[config.mk]
export PLATFORM = sky130hd
export DESIGN_NAME = mem_arbiter_flat
export DESIGN_NICKNAME = d
export VERILOG_FILES = /design/src/rtl/mem_arb_pkg.sv /design/src/rtl/mem_arb_if.sv /design/src/rtl/mem_arb_rr.sv /design/src/rtl/mem_arbiter.sv /design/src/flat_wrapper.sv
export SDC_FILE = /design/constraint.sdc
export NUM_CORES = 1
export LEC_CHECK = 0
export ABC_CLOCK_PERIOD_IN_PS = 2250
export BUFFER_PORTS_ARGS = -buffer_cell sky130_fd_sc_hd__buf_2
export CELL_PAD_IN_SITES_DETAIL_PLACEMENT = 1
export CELL_PAD_IN_SITES_GLOBAL_PLACEMENT = 1
export CORE_ASPECT_RATIO = 0.7
export CORE_MARGIN = 2
export CORE_UTILIZATION = 18
export DETAILED_ROUTE_END_ITERATION = 12
export GPL_ROUTABILITY_DRIVEN = 0
export PLACE_DENSITY_LB_ADDON = 0.1
export SETUP_SLACK_MARGIN = 0.15
export SYNTH_ARGS = -nofsm -noshare
export SYNTH_HDL_FRONTEND = slang
export SYNTH_HIERARCHICAL = 1
export SYNTH_SLANG_ARGS = --single-unit
[constraint.sdc]
create_clock -name clk -period 2.25 [get_ports clk]
set_input_delay 0.5625 -clock clk [delete_from_list [all_inputs] [get_ports clk]]
set_output_delay 0.5625 -clock clk [all_outputs]
set_load 0.05 [all_outputs]
[src/rtl/mem_arb_pkg.sv]
// Shared types for the mem_arbiter slice: grant encoding and response FSM states.
package mem_arb_pkg;

  typedef enum logic [1:0] {
    GNT_NONE = 2'd0,
    GNT_RD   = 2'd1,
    GNT_WR   = 2'd2
  } gnt_t;

  typedef enum logic {
    RSP_EMPTY = 1'b0,
    RSP_VALID = 1'b1
  } rsp_state_t;

endpackage

[src/rtl/mem_arb_if.sv]
// Bundle of client request/response channels plus the mem-side bus of mem_arbiter.
// slave is the arbiter's view; master is the client/memory environment's view.
interface mem_arb_if #(
  parameter int DATA_WIDTH = 8,
  parameter int MAX_ADR    = 100,
  parameter int ADDRSIZE   = $clog2(MAX_ADR)
);

  logic                  rd_req_valid;
  logic                  rd_req_ready;
  logic [ADDRSIZE-1:0]   rd_req_addr;
  logic                  rd_rsp_valid;
  logic                  rd_rsp_ready;
  logic [DATA_WIDTH-1:0] rd_rsp_data;
  logic                  wr_req_valid;
  logic                  wr_req_ready;
  logic [ADDRSIZE-1:0]   wr_req_addr;
  logic [DATA_WIDTH-1:0] wr_req_data;
  logic                  mem_rd_en;
  logic [ADDRSIZE-1:0]   mem_rd_addr;
  logic [DATA_WIDTH-1:0] mem_rd_data;
  logic                  mem_wr_en;
  logic [ADDRSIZE-1:0]   mem_wr_addr;
  logic [DATA_WIDTH-1:0] mem_wr_data;
  logic                  err;

  modport slave (
    input  rd_req_valid, rd_req_addr, rd_rsp_ready,
    input  wr_req_valid, wr_req_addr, wr_req_data,
    input  mem_rd_data,
    output rd_req_ready, rd_rsp_valid, rd_rsp_data,
    output wr_req_ready,
    output mem_rd_en, mem_rd_addr, mem_wr_en, mem_wr_addr, mem_wr_data,
    output err
  );

  modport master (
    output rd_req_valid, rd_req_addr, rd_rsp_ready,
    output wr_req_valid, wr_req_addr, wr_req_data,
    output mem_rd_data,
    input  rd_req_ready, rd_rsp_valid, rd_rsp_data,
    input  wr_req_ready,
    input  mem_rd_en, mem_rd_addr, mem_wr_en, mem_wr_addr, mem_wr_data,
    input  err
  );

endinterface

[src/rtl/mem_arb_rr.sv]
// Two-way round-robin picker between read and write eligibles.
// On a conflict the side opposite to the last grant wins; last grant resets to write.
module mem_arb_rr
  import mem_arb_pkg::*;
(
  input  logic clk,
  input  logic rst,
  input  logic rd_elig,
  input  logic wr_elig,
  output gnt_t gnt
);

  gnt_t last_gnt_r;
  gnt_t gnt_s;

  // Pick a winner from the eligibles and the last grant.
  always_comb begin
    gnt_s = GNT_NONE;
    if (rd_elig && wr_elig) begin
      if (last_gnt_r == GNT_RD) begin
        gnt_s = GNT_WR;
      end else begin
        gnt_s = GNT_RD;
      end
    end else if (rd_elig) begin
      gnt_s = GNT_RD;
    end else if (wr_elig) begin
      gnt_s = GNT_WR;
    end else begin
      gnt_s = GNT_NONE;
    end
  end

  // Remember the most recent grant; idle cycles leave it untouched.
  always_ff @(posedge clk or posedge rst) begin
    if (rst) begin
      last_gnt_r <= GNT_WR;
    end else if (gnt_s != GNT_NONE) begin
      last_gnt_r <= gnt_s;
    end else begin
      last_gnt_r <= last_gnt_r;
    end
  end

  assign gnt = gnt_s;

endmodule

[src/rtl/mem_arbiter.sv]
// Serialises read/write request streams onto a single mem instance with a
// backpressurable read-response channel. Define MEM_ARB_WR_PRIO_EN for fixed write priority.
module mem_arbiter
  import mem_arb_pkg::*;
#(
  parameter int DATA_WIDTH = 8,
  parameter int MAX_ADR    = 100,
  parameter int ADDRSIZE   = $clog2(MAX_ADR)
) (
  input logic      clk,
  input logic      rst,
  mem_arb_if.slave bus
);

  // One extra bit so MAX_ADR itself is representable when it is a power of two.
  localparam logic [ADDRSIZE:0] ADR_LIMIT = (ADDRSIZE+1)'(MAX_ADR);

  rsp_state_t rsp_state_r;
  rsp_state_t rsp_state_nxt_s;
  gnt_t       gnt_s;

  logic rd_elig_s;
  logic wr_elig_s;
  logic rd_oor_s;
  logic wr_oor_s;
  logic oor_r;
  logic err_r;

  logic                  rd_req_ready_s;
  logic                  wr_req_ready_s;
  logic                  mem_rd_en_s;
  logic [ADDRSIZE-1:0]   mem_rd_addr_s;
  logic                  mem_wr_en_s;
  logic [ADDRSIZE-1:0]   mem_wr_addr_s;
  logic [DATA_WIDTH-1:0] mem_wr_data_s;

  // A read may only issue if the response slot is free or drains this cycle.
  assign rd_elig_s = bus.rd_req_valid && ((rsp_state_r == RSP_EMPTY) || bus.rd_rsp_ready);
  assign wr_elig_s = bus.wr_req_valid;
  assign rd_oor_s  = ({1'b0, bus.rd_req_addr} >= ADR_LIMIT);
  assign wr_oor_s  = ({1'b0, bus.wr_req_addr} >= ADR_LIMIT);

`ifdef MEM_ARB_WR_PRIO_EN
  // Fixed priority: a pending write always beats a read.
  always_comb begin
    gnt_s = GNT_NONE;
    if (wr_elig_s) begin
      gnt_s = GNT_WR;
    end else if (rd_elig_s) begin
      gnt_s = GNT_RD;
    end else begin
      gnt_s = GNT_NONE;
    end
  end
`else
  mem_arb_rr u_rr (
    .clk     (clk),
    .rst     (rst),
    .rd_elig (rd_elig_s),
    .wr_elig (wr_elig_s),
    .gnt     (gnt_s)
  );
`endif

  // Turn the grant into handshakes and the mem drive; out-of-range accesses are consumed silently.
  always_comb begin
    rd_req_ready_s = 1'b0;
    wr_req_ready_s = 1'b0;
    mem_rd_en_s    = 1'b0;
    mem_rd_addr_s  = {ADDRSIZE{1'b0}};
    mem_wr_en_s    = 1'b0;
    mem_wr_addr_s  = {ADDRSIZE{1'b0}};
    mem_wr_data_s  = {DATA_WIDTH{1'b0}};
    case (gnt_s)
      GNT_RD: begin
        rd_req_ready_s = 1'b1;
        if (!rd_oor_s) begin
          mem_rd_en_s   = 1'b1;
          mem_rd_addr_s = bus.rd_req_addr;
        end else begin
          mem_rd_en_s   = 1'b0;
        end
      end
      GNT_WR: begin
        wr_req_ready_s = 1'b1;
        if (!wr_oor_s) begin
          mem_wr_en_s   = 1'b1;
          mem_wr_addr_s = bus.wr_req_addr;
          mem_wr_data_s = bus.wr_req_data;
        end else begin
          mem_wr_en_s   = 1'b0;
        end
      end
      default: begin
        rd_req_ready_s = 1'b0;
        wr_req_ready_s = 1'b0;
      end
    endcase
  end

  // Response slot next-state: a new read refills it, an accept without a new read empties it.
  always_comb begin
    rsp_state_nxt_s = rsp_state_r;
    case (rsp_state_r)
      RSP_EMPTY: begin
        if (gnt_s == GNT_RD) begin
          rsp_state_nxt_s = RSP_VALID;
        end else begin
          rsp_state_nxt_s = RSP_EMPTY;
        end
      end
      RSP_VALID: begin
        if (gnt_s == GNT_RD) begin
          rsp_state_nxt_s = RSP_VALID;
        end else if (bus.rd_rsp_ready) begin
          rsp_state_nxt_s = RSP_EMPTY;
        end else begin
          rsp_state_nxt_s = RSP_VALID;
        end
      end
      default: begin
        rsp_state_nxt_s = RSP_EMPTY;
      end
    endcase
  end

  // Response state, out-of-range tag for the held response, and the error pulse.
  always_ff @(posedge clk or posedge rst) begin
    if (rst) begin
      rsp_state_r <= RSP_EMPTY;
      oor_r       <= 1'b0;
      err_r       <= 1'b0;
    end else begin
      rsp_state_r <= rsp_state_nxt_s;
      if (gnt_s == GNT_RD) begin
        oor_r <= rd_oor_s;
      end else begin
        oor_r <= oor_r;
      end
      err_r <= ((gnt_s == GNT_RD) && rd_oor_s) || ((gnt_s == GNT_WR) && wr_oor_s);
    end
  end

  assign bus.rd_req_ready = rd_req_ready_s;
  assign bus.wr_req_ready = wr_req_ready_s;
  assign bus.mem_rd_en    = mem_rd_en_s;
  assign bus.mem_rd_addr  = mem_rd_addr_s;
  assign bus.mem_wr_en    = mem_wr_en_s;
  assign bus.mem_wr_addr  = mem_wr_addr_s;
  assign bus.mem_wr_data  = mem_wr_data_s;
  assign bus.rd_rsp_valid = (rsp_state_r == RSP_VALID);
  // mem keeps rd_data until its next read, so the response is stable under backpressure.
  assign bus.rd_rsp_data  = oor_r ? {DATA_WIDTH{1'b0}} : bus.mem_rd_data;
  assign bus.err          = err_r;

endmodule

[src/flat_wrapper.sv]
// flat-port wrapper written by rule: the top's interface ports become plain ports
module mem_arbiter_flat import mem_arb_pkg::*;
#(
  parameter int DATA_WIDTH = 8,
  parameter int MAX_ADR    = 100,
  parameter int ADDRSIZE   = $clog2(MAX_ADR)
)
  (clk, rst, bus_rd_req_valid, bus_rd_req_addr, bus_rd_rsp_ready, bus_wr_req_valid, bus_wr_req_addr, bus_wr_req_data, bus_mem_rd_data, bus_rd_req_ready, bus_rd_rsp_valid, bus_rd_rsp_data, bus_wr_req_ready, bus_mem_rd_en, bus_mem_rd_addr, bus_mem_wr_en, bus_mem_wr_addr, bus_mem_wr_data, bus_err);
  mem_arb_if #(.DATA_WIDTH(DATA_WIDTH), .MAX_ADR(MAX_ADR), .ADDRSIZE(ADDRSIZE)) bus_i ();
  input logic clk;
  input logic rst;
  input wire logic [$bits(bus_i.rd_req_valid)-1:0] bus_rd_req_valid;
  input wire logic [$bits(bus_i.rd_req_addr)-1:0] bus_rd_req_addr;
  input wire logic [$bits(bus_i.rd_rsp_ready)-1:0] bus_rd_rsp_ready;
  input wire logic [$bits(bus_i.wr_req_valid)-1:0] bus_wr_req_valid;
  input wire logic [$bits(bus_i.wr_req_addr)-1:0] bus_wr_req_addr;
  input wire logic [$bits(bus_i.wr_req_data)-1:0] bus_wr_req_data;
  input wire logic [$bits(bus_i.mem_rd_data)-1:0] bus_mem_rd_data;
  output wire logic [$bits(bus_i.rd_req_ready)-1:0] bus_rd_req_ready;
  output wire logic [$bits(bus_i.rd_rsp_valid)-1:0] bus_rd_rsp_valid;
  output wire logic [$bits(bus_i.rd_rsp_data)-1:0] bus_rd_rsp_data;
  output wire logic [$bits(bus_i.wr_req_ready)-1:0] bus_wr_req_ready;
  output wire logic [$bits(bus_i.mem_rd_en)-1:0] bus_mem_rd_en;
  output wire logic [$bits(bus_i.mem_rd_addr)-1:0] bus_mem_rd_addr;
  output wire logic [$bits(bus_i.mem_wr_en)-1:0] bus_mem_wr_en;
  output wire logic [$bits(bus_i.mem_wr_addr)-1:0] bus_mem_wr_addr;
  output wire logic [$bits(bus_i.mem_wr_data)-1:0] bus_mem_wr_data;
  output wire logic [$bits(bus_i.err)-1:0] bus_err;
  assign bus_i.rd_req_valid = bus_rd_req_valid;
  assign bus_i.rd_req_addr = bus_rd_req_addr;
  assign bus_i.rd_rsp_ready = bus_rd_rsp_ready;
  assign bus_i.wr_req_valid = bus_wr_req_valid;
  assign bus_i.wr_req_addr = bus_wr_req_addr;
  assign bus_i.wr_req_data = bus_wr_req_data;
  assign bus_i.mem_rd_data = bus_mem_rd_data;
  assign bus_rd_req_ready = bus_i.rd_req_ready;
  assign bus_rd_rsp_valid = bus_i.rd_rsp_valid;
  assign bus_rd_rsp_data = bus_i.rd_rsp_data;
  assign bus_wr_req_ready = bus_i.wr_req_ready;
  assign bus_mem_rd_en = bus_i.mem_rd_en;
  assign bus_mem_rd_addr = bus_i.mem_rd_addr;
  assign bus_mem_wr_en = bus_i.mem_wr_en;
  assign bus_mem_wr_addr = bus_i.mem_wr_addr;
  assign bus_mem_wr_data = bus_i.mem_wr_data;
  assign bus_err = bus_i.err;
  mem_arbiter #(.DATA_WIDTH(DATA_WIDTH), .MAX_ADR(MAX_ADR), .ADDRSIZE(ADDRSIZE)) u_core (.clk(clk), .rst(rst), .bus(bus_i));
endmodule
==> results.py, run 1 <==
metrics = {
    "pwr": {
        "p_sw_uw": 411,
        "p_leak_nw": 0.740,
        "sw_frac_of_total_pct": 46.5,
        "sequentialPowerShare_pct": 14.6,
        "p_int_uw": 472,
        "comb_power_share_pct": 66.4,
        "p_clk_share_pct": 19.0,
        "ir_drop_mv": 0.205,
        "powerDensity_mw_per_mm2": 593,
    },
    "routing": {
        "ant_nets": 0,
        "vias": 801,
        "routed_wl_mm": 2.55,
        "drc": 0,
        "viasPerCell": 4.33,
        "drt_first_iter_violations": 7,
        "first_pass_iters": 3,
        "routedWlPerCell_um": 13.8,
    },
    "clock_tree": {
        "cts_tree": "yes",
        "clkSlewWorstSetupHoldPaths_ns": 0.04,
        "clock-root-buffer": "clkbuf_8",
        "worst_skew_pair.late_latency_ns": 0.22,
        "htree_levels": 1,
        "clock_path_buffers": 2,
        "cts_made_buffers": 3,
        "cts.sinks": 5,
        "holdBufCountCts": 0,
    },
    "logic_synthesis": {
        "netlist_area_um2": 522,
        "syn_avg_cell_area_um2": 8.28,
        "ys_seq_area_share_pct": 24.2,
        "async_flop_share_pct": 100,
        "syn_inst": 63,
        "synth_cell_type_count": 25,
        "synth-main-ff-cell": "dfrtp_1",
        "syn-num-nets": 98,
        "synth-seq-cells": 5,
        "synth_edf_count": 0,
        "ys.warnings.count": 6,
    },
    "timing": {
        "drv_slew": 0,
        "layout_setup_ws_ns": -0.0403,
        "hold_viol": 0,
        "final.min_clock_period_ns": 2.29,
        "finClkSkew_ns": 0.000271,
        "rsz0062_at_grt": "true",
        "period_share_pct": 102,
        "max_freq_mhz": 437,
        "hold_slack_ns": 0.199,
        "maxSlewHeadroom_pct": 66.0,
        "worst_slew_pin_slew_ns": 0.509,
        "setup_viol": 14,
        "fin_setup_tns_ns": -0.308,
    },
    "floorplanning": {
        "die_w_um": 68.4,
        "die_area_mm2": 0.00335,
        "core_region_area_mm2": 0.00278,
        "row_count": 16,
        "num_io_pins": 71,
        "start_util_pct": 18.7,
        "die_h_um": 49.0,
    },
    "setup_path": {
        "r2r-end": "u_core/oor_r$_DFFE_PP0P_",
        "crit_path_max_fanout": 8,
        "max_stage_delay_ns": 0.31,
        "cp_top_family": "simple AND/OR/NAND/NOR gates",
        "end_kind": "primary output",
        "r2r_slack_ns": 0.59,
        "crit_path_end": "bus_mem_wr_data[5]",
        "worst-path-buf-inv": 2,
        "cp-startpoint": "bus_rd_rsp_ready",
        "reg2reg_depth": 9,
        "path_class": "in2out",
        "r2r_start": "u_core/bus.rd_rsp_valid$_DFF_PP0_",
        "cp_slowest_cell": "and2b_4",
        "start_kind": "input port",
        "worstPathRequired_ns": 1.69,
        "cp.arrival_ns": 1.73,
        "path_cells": "buf_6 > nand2b_4 > and2_4 > o21a_4 > and2b_4 > and3_4 > buf_8",
        "path_depth": 7,
    },
    "placement": {
        "dp_hpwl_mm": 1.70,
        "io_buffers": 70,
        "placed_cells": 173,
    },
    "final_layout": {
        "nNetsFinal": 185,
        "num-fill-cells": 325,
        "layoutNonFillerInstCount": 185,
        "area_growth_pct": 185,
        "antennaDiodeCount": 0,
        "mostFrequentLayoutCell": "buf_2",
        "final_layout_size_suffix_gt1_share_pct": 82.6,
        "final_cell_mix": "buf_2 (43), buf_8 (24), and3_4 (21), nor2b_1 (8), buf_4 (7)",
    },
    "global_routing": {
        "grt-busiest-layer": "met2",
        "met3_usage_pct": 3.23,
        "grt_max_degree": 14,
        "gr-total-overflow": 0,
        "grt_usage_pct": 15.5,
        "globalRouteMet2Util_pct": 24.1,
        "grt_pass1_vias": 811,
        "grt_pass1_wl_mm": 3.92,
        "antenna_found_initial": 0,
        "gr-usage-met1_pct": 21.9,
    },
    "status": {
        "violations": "negative setup slack",
        "status": "finished with violations",
    },
    "worst_hold_path": {
        "hold_path_class": "in2async",
    },
    "run": {
        "cap_viol_max_count": 0,
    },
}
## synthesized netlist by cell type (2+ instances only)
cell type	instances	share of area [%]
inv_1	4	2.9
dfrtp_1	4	19
a21oi_1	2	1.9
and3_1	18	22
nor2b_1	8	9.6
nand2b_1	2	2.4
and3_2	4	5.8
nand2_1	3	2.2
and2_1	2	2.4
## cell type report
cell class	instances	area (µm²)	area share (%)
timing repair inverter	1	8.76	0.588
clock buffer	4	45.0	3.03
timing repair buffer	81	716	48.1
inverter	5	23.8	1.60
multi-input combinational	53	523	35.1
sequential	5	128	8.57
tap	36	45.0	3.03
## worst reg2reg max path: stages (launching register included)
cell      delay (ns)
dfrtp_2         0.37
nand2b_4        0.05
and2_4          0.15
a21oi_4         0.19
nand2b_4        0.21
clkinv_4        0.08
buf_4           0.13
buf_4           0.12
buf_4           0.12
mux2i_1         0.11
## power by group through the flow
stage / Combinational (mW) / Clock [mW] / Sequential (mW)
2_1_floorplan: 0.327 / 0 / 0.143
6_report: 0.586 / 0.167 / 0.129
3_5_place_dp: 0.456 / 0 / 0.130
5_1_grt: 0.616 / 0.174 / 0.133
4_1_cts: 0.564 / 0.170 / 0.129
3_3_place_gp: 0.448 / 0 / 0.130
## metal layers
metal  vias up  part of all wire, %  wire (µm)
met5         -                    0          0
met4         0                    0          0
met3         0                  4.5        116
met2        23                   52       1330
met1       383                   43       1100
li1        395                    -          -
## registers in the layout, indices dropped and copies added (netlist names)
| register | cells |
|---|---|
| u_core/bus.rd_rsp_valid | 1 |
| u_core/oor_r | 1 |
| u_core/bus.err | 1 |
| u_core/u_rr/last_gnt_r | 2 |
## stage by stage
stage	area, µm²	setup slack, ns	power (mW)	utilization [%]
2_1_floorplan	641	0.0407	0.469	-
3_3_place_gp	1060	-0.183	0.578	38.2
3_5_place_dp	1060	-0.236	0.586	38.2
4_1_cts	1440	-0.0417	0.863	51.7
5_1_grt	1490	-0.101	0.923	53.5
6_report	1490	-0.0403	0.882	53.5
## kinds of logic (layout without fill, tap and decap cells)
kind of cell           after synthesis  after routing  share of synthesized area (%)
AO/OA/AOI/OAI                        7              7                           14.4
flip-flops                           5              5                           24.2
AND/OR/NAND/NOR                     43             45                           52.8
buffers and inverters                7             91                           6.71
multiplexers                         1              1                           1.92
## worst min path at each step
| stage | from | end | slack, ns | depth (start not counted) |
|---|---|---|---|---|
| floorplan | rst | u_core/u_rr/last_gnt_r[0]$_DFFE_PP0P_ | 0.30 | 1 |
| global placement | rst | u_core/u_rr/last_gnt_r[0]$_DFFE_PP0P_ | 0.43 | 2 |
| detailed placement | rst | u_core/u_rr/last_gnt_r[0]$_DFFE_PP0P_ | 0.43 | 2 |
| CTS | rst | u_core/u_rr/last_gnt_r[0]$_DFFE_PP0P_ | 0.20 | 2 |
| global route | rst | u_core/u_rr/last_gnt_r[0]$_DFFE_PP0P_ | 0.20 | 2 |
| finish | rst | u_core/u_rr/last_gnt_r[0]$_DFFE_PP0P_ | 0.20 | 2 |
## timing repair
action                     4_1_cts  5_1_grt
setup buffers                    3        2
gates resized for setup         84       10
setup endpoints to repair       26       26
gates cloned                     3        0
pin swaps                        9        9
(Power assumes the default switching activity.)
==> run 2, diff against run 1 <==
BUFFER_PORTS_ARGS = -buffer_cell sky130_fd_sc_hd__buf_4   (was -buffer_cell sky130_fd_sc_hd__buf_2)
MAX_ROUTING_LAYER = met4   (was default)
==> run 2 against run 1 <==
Compared with the run above:
- the flow still finishes with violations (negative setup slack)
- total power up 1.7%
- first-iteration DRC count is 100% higher
- via count decreased by 0.37%
- non-clock buffer count stayed put
- critical path type unchanged
- largest power group unchanged
==> results.py, run 2 (same netlist as run 1, synthesis figures left out) <==
metrics = {
    "pwr": {
        "p_leak_nw": 0.762,
        "powerDensity_mw_per_mm2": 570,
        "ir_drop_mv": 0.202,
        "power_uw": 897,
    },
    "setup_path": {
        "cp_slowest_cell": "and2b_4",
        "path_cells": "buf_6 > nand2b_4 > and2_4 > o21a_4 > and2b_4 > and3_4 > buf_8",
        "crit_path_end": "bus_mem_wr_addr[0]",
        "reg2reg_depth": 8,
        "r2r_start": "u_core/bus.rd_rsp_valid$_DFF_PP0_",
        "max_stage_delay_ns": 0.31,
        "path_class": "in2out",
        "end_kind": "primary output",
        "r2r_slack_ns": 0.72,
        "worstPathRequired_ns": 1.69,
        "r2r-end": "u_core/oor_r$_DFFE_PP0P_",
        "crit_path_max_fanout": 8,
        "cp.arrival_ns": 1.72,
        "cp-startpoint": "bus_rd_rsp_ready",
        "start_kind": "input port",
    },
    "global_routing": {
        "grt_pass1_wl_mm": 3.78,
        "grt_max_degree": 14,
        "antenna_found_initial": 0,
        "grt_pass1_vias": 846,
        "grt_usage_pct": 15.3,
        "gr-total-overflow": 0,
    },
    "worst_hold_path": {
        "hold_path_class": "in2async",
    },
    "final_layout": {
        "area_growth_pct": 201,
        "mostFrequentLayoutCell": "buf_4",
        "layoutNonFillerInstCount": 185,
        "top_register": "u_core/u_rr/last_gnt_r",
        "nNetsFinal": 185,
        "largest_reg_flops": 2,
        "design_area_mm2": 0.00157,
        "antennaDiodeCount": 0,
        "fin_util_pct": 56.5,
        "final_layout_size_suffix_gt1_share_pct": 82.6,
        "final_cell_mix": "buf_4 (52), and3_4 (22), buf_8 (21), buf_6 (8), nor2b_1 (8)",
    },
    "clock_tree": {
        "holdBufCountCts": 0,
        "cts_tree": "yes",
        "worst_skew_pair.late_latency_ns": 0.22,
        "clock-root-buffer": "clkbuf_8",
        "clock_path_buffers": 2,
        "cts.sinks": 5,
        "htree_levels": 1,
        "cts_made_buffers": 3,
        "clkSlewWorstSetupHoldPaths_ns": 0.03,
    },
    "floorplanning": {
        "die_w_um": 68.4,
        "die_h_um": 49.0,
        "row_count": 16,
        "core_region_area_mm2": 0.00278,
        "die_area_mm2": 0.00335,
        "start_util_pct": 18.7,
        "num_io_pins": 71,
    },
    "routing": {
        "ant_nets": 0,
        "routed_wl_mm": 2.34,
        "dr_wl_met2_mm": 1.19,
        "routedWlPerCell_um": 12.6,
        "met3_length_um": 146,
        "vias": 798,
        "drc": 0,
        "top_layer": "met4",
        "first_pass_iters": 4,
        "viasPerCell": 4.31,
        "wl_met1_um": 987,
        "drt_first_iter_violations": 14,
    },
    "timing": {
        "fin_setup_tns_ns": -0.305,
        "hold_slack_ns": 0.208,
        "final.min_clock_period_ns": 2.28,
        "layout_setup_ws_ns": -0.0275,
        "finClkSkew_ns": 0.00177,
        "drv_slew": 0,
        "hold_viol": 0,
        "worst_slew_pin_slew_ns": 0.499,
        "max_freq_mhz": 439,
        "rsz0062_at_grt": "true",
        "period_share_pct": 101,
        "setup_viol": 13,
        "maxSlewHeadroom_pct": 66.7,
    },
    "run": {
        "cap_viol_max_count": 0,
    },
    "status": {
        "status": "finished with violations",
        "violations": "negative setup slack",
    },
    "placement": {
        "post-place-ws_ns": -0.183,
        "io_buffers": 70,
        "dp_hpwl_mm": 1.76,
        "placed_cells": 171,
        "placed_cell_area_mm2": 0.00121,
    },
}
## run 2: changes by cell type in the layout (fill, tap and decap cells not counted)
cell / before / now
and3_2: 1 / 0
and3_4: 21 / 22
buf_8: 24 / 21
buf_4: 7 / 52
buf_12: 1 / 0
buf_2: 43 / 0
buf_6: 6 / 8
## run 2: layout make-up
type / count / area [µm²]
clock buffer: 4 / 45.0
timing repair inverter: 1 / 8.76
multi-input combinational: 53 / 527
timing repair buffer: 81 / 796
tap: 36 / 45.0
fill: 319 / 1210
sequential: 5 / 128
inverter: 5 / 23.8
## run 2: worst max-delay path: cells and delay by family
kind | cells | cell delay, ns
and+or+nand+nor | 4 | 0.79
buffers and inverters | 2 | 0.23
AOI/OAI and AO/OA | 1 | 0.14
## run 2: power by group
group          total (mW)  leakage [nW]  internal (mW)  switching [mW]
clock               0.162        0.0228          0.121          0.0407
combinational       0.606         0.679          0.265           0.340
sequential          0.130        0.0599          0.110          0.0199
## run 2: worst min-delay path by stage
stage | from | to | slack [ns] | depth (start not counted)
floorplan | rst | u_core/u_rr/last_gnt_r[0]$_DFFE_PP0P_ | 0.30 | 1
global placement | rst | u_core/u_rr/last_gnt_r[0]$_DFFE_PP0P_ | 0.43 | 2
detailed placement | rst | u_core/u_rr/last_gnt_r[0]$_DFFE_PP0P_ | 0.44 | 2
CTS | rst | u_core/u_rr/last_gnt_r[0]$_DFFE_PP0P_ | 0.21 | 2
global route | rst | u_core/u_rr/last_gnt_r[0]$_DFFE_PP0P_ | 0.21 | 2
finish | rst | u_core/u_rr/last_gnt_r[0]$_DFFE_PP0P_ | 0.21 | 2
## run 2: timing repair
item,in CTS,in global routing
setup buffers,4,3
setup endpoints to repair,26,26
gates cloned,3,0
pin swaps,5,5
resized for setup,62,4
endpoints found under the hold margin,0,0
## run 2: routing by layer
metal / global-route usage (%) / up-vias
met2: 22.8 / 25
met5: - / -
met4: 5.00 / 0
li1: - / 396
met1: 20.8 / 375
met3: 2.54 / 2
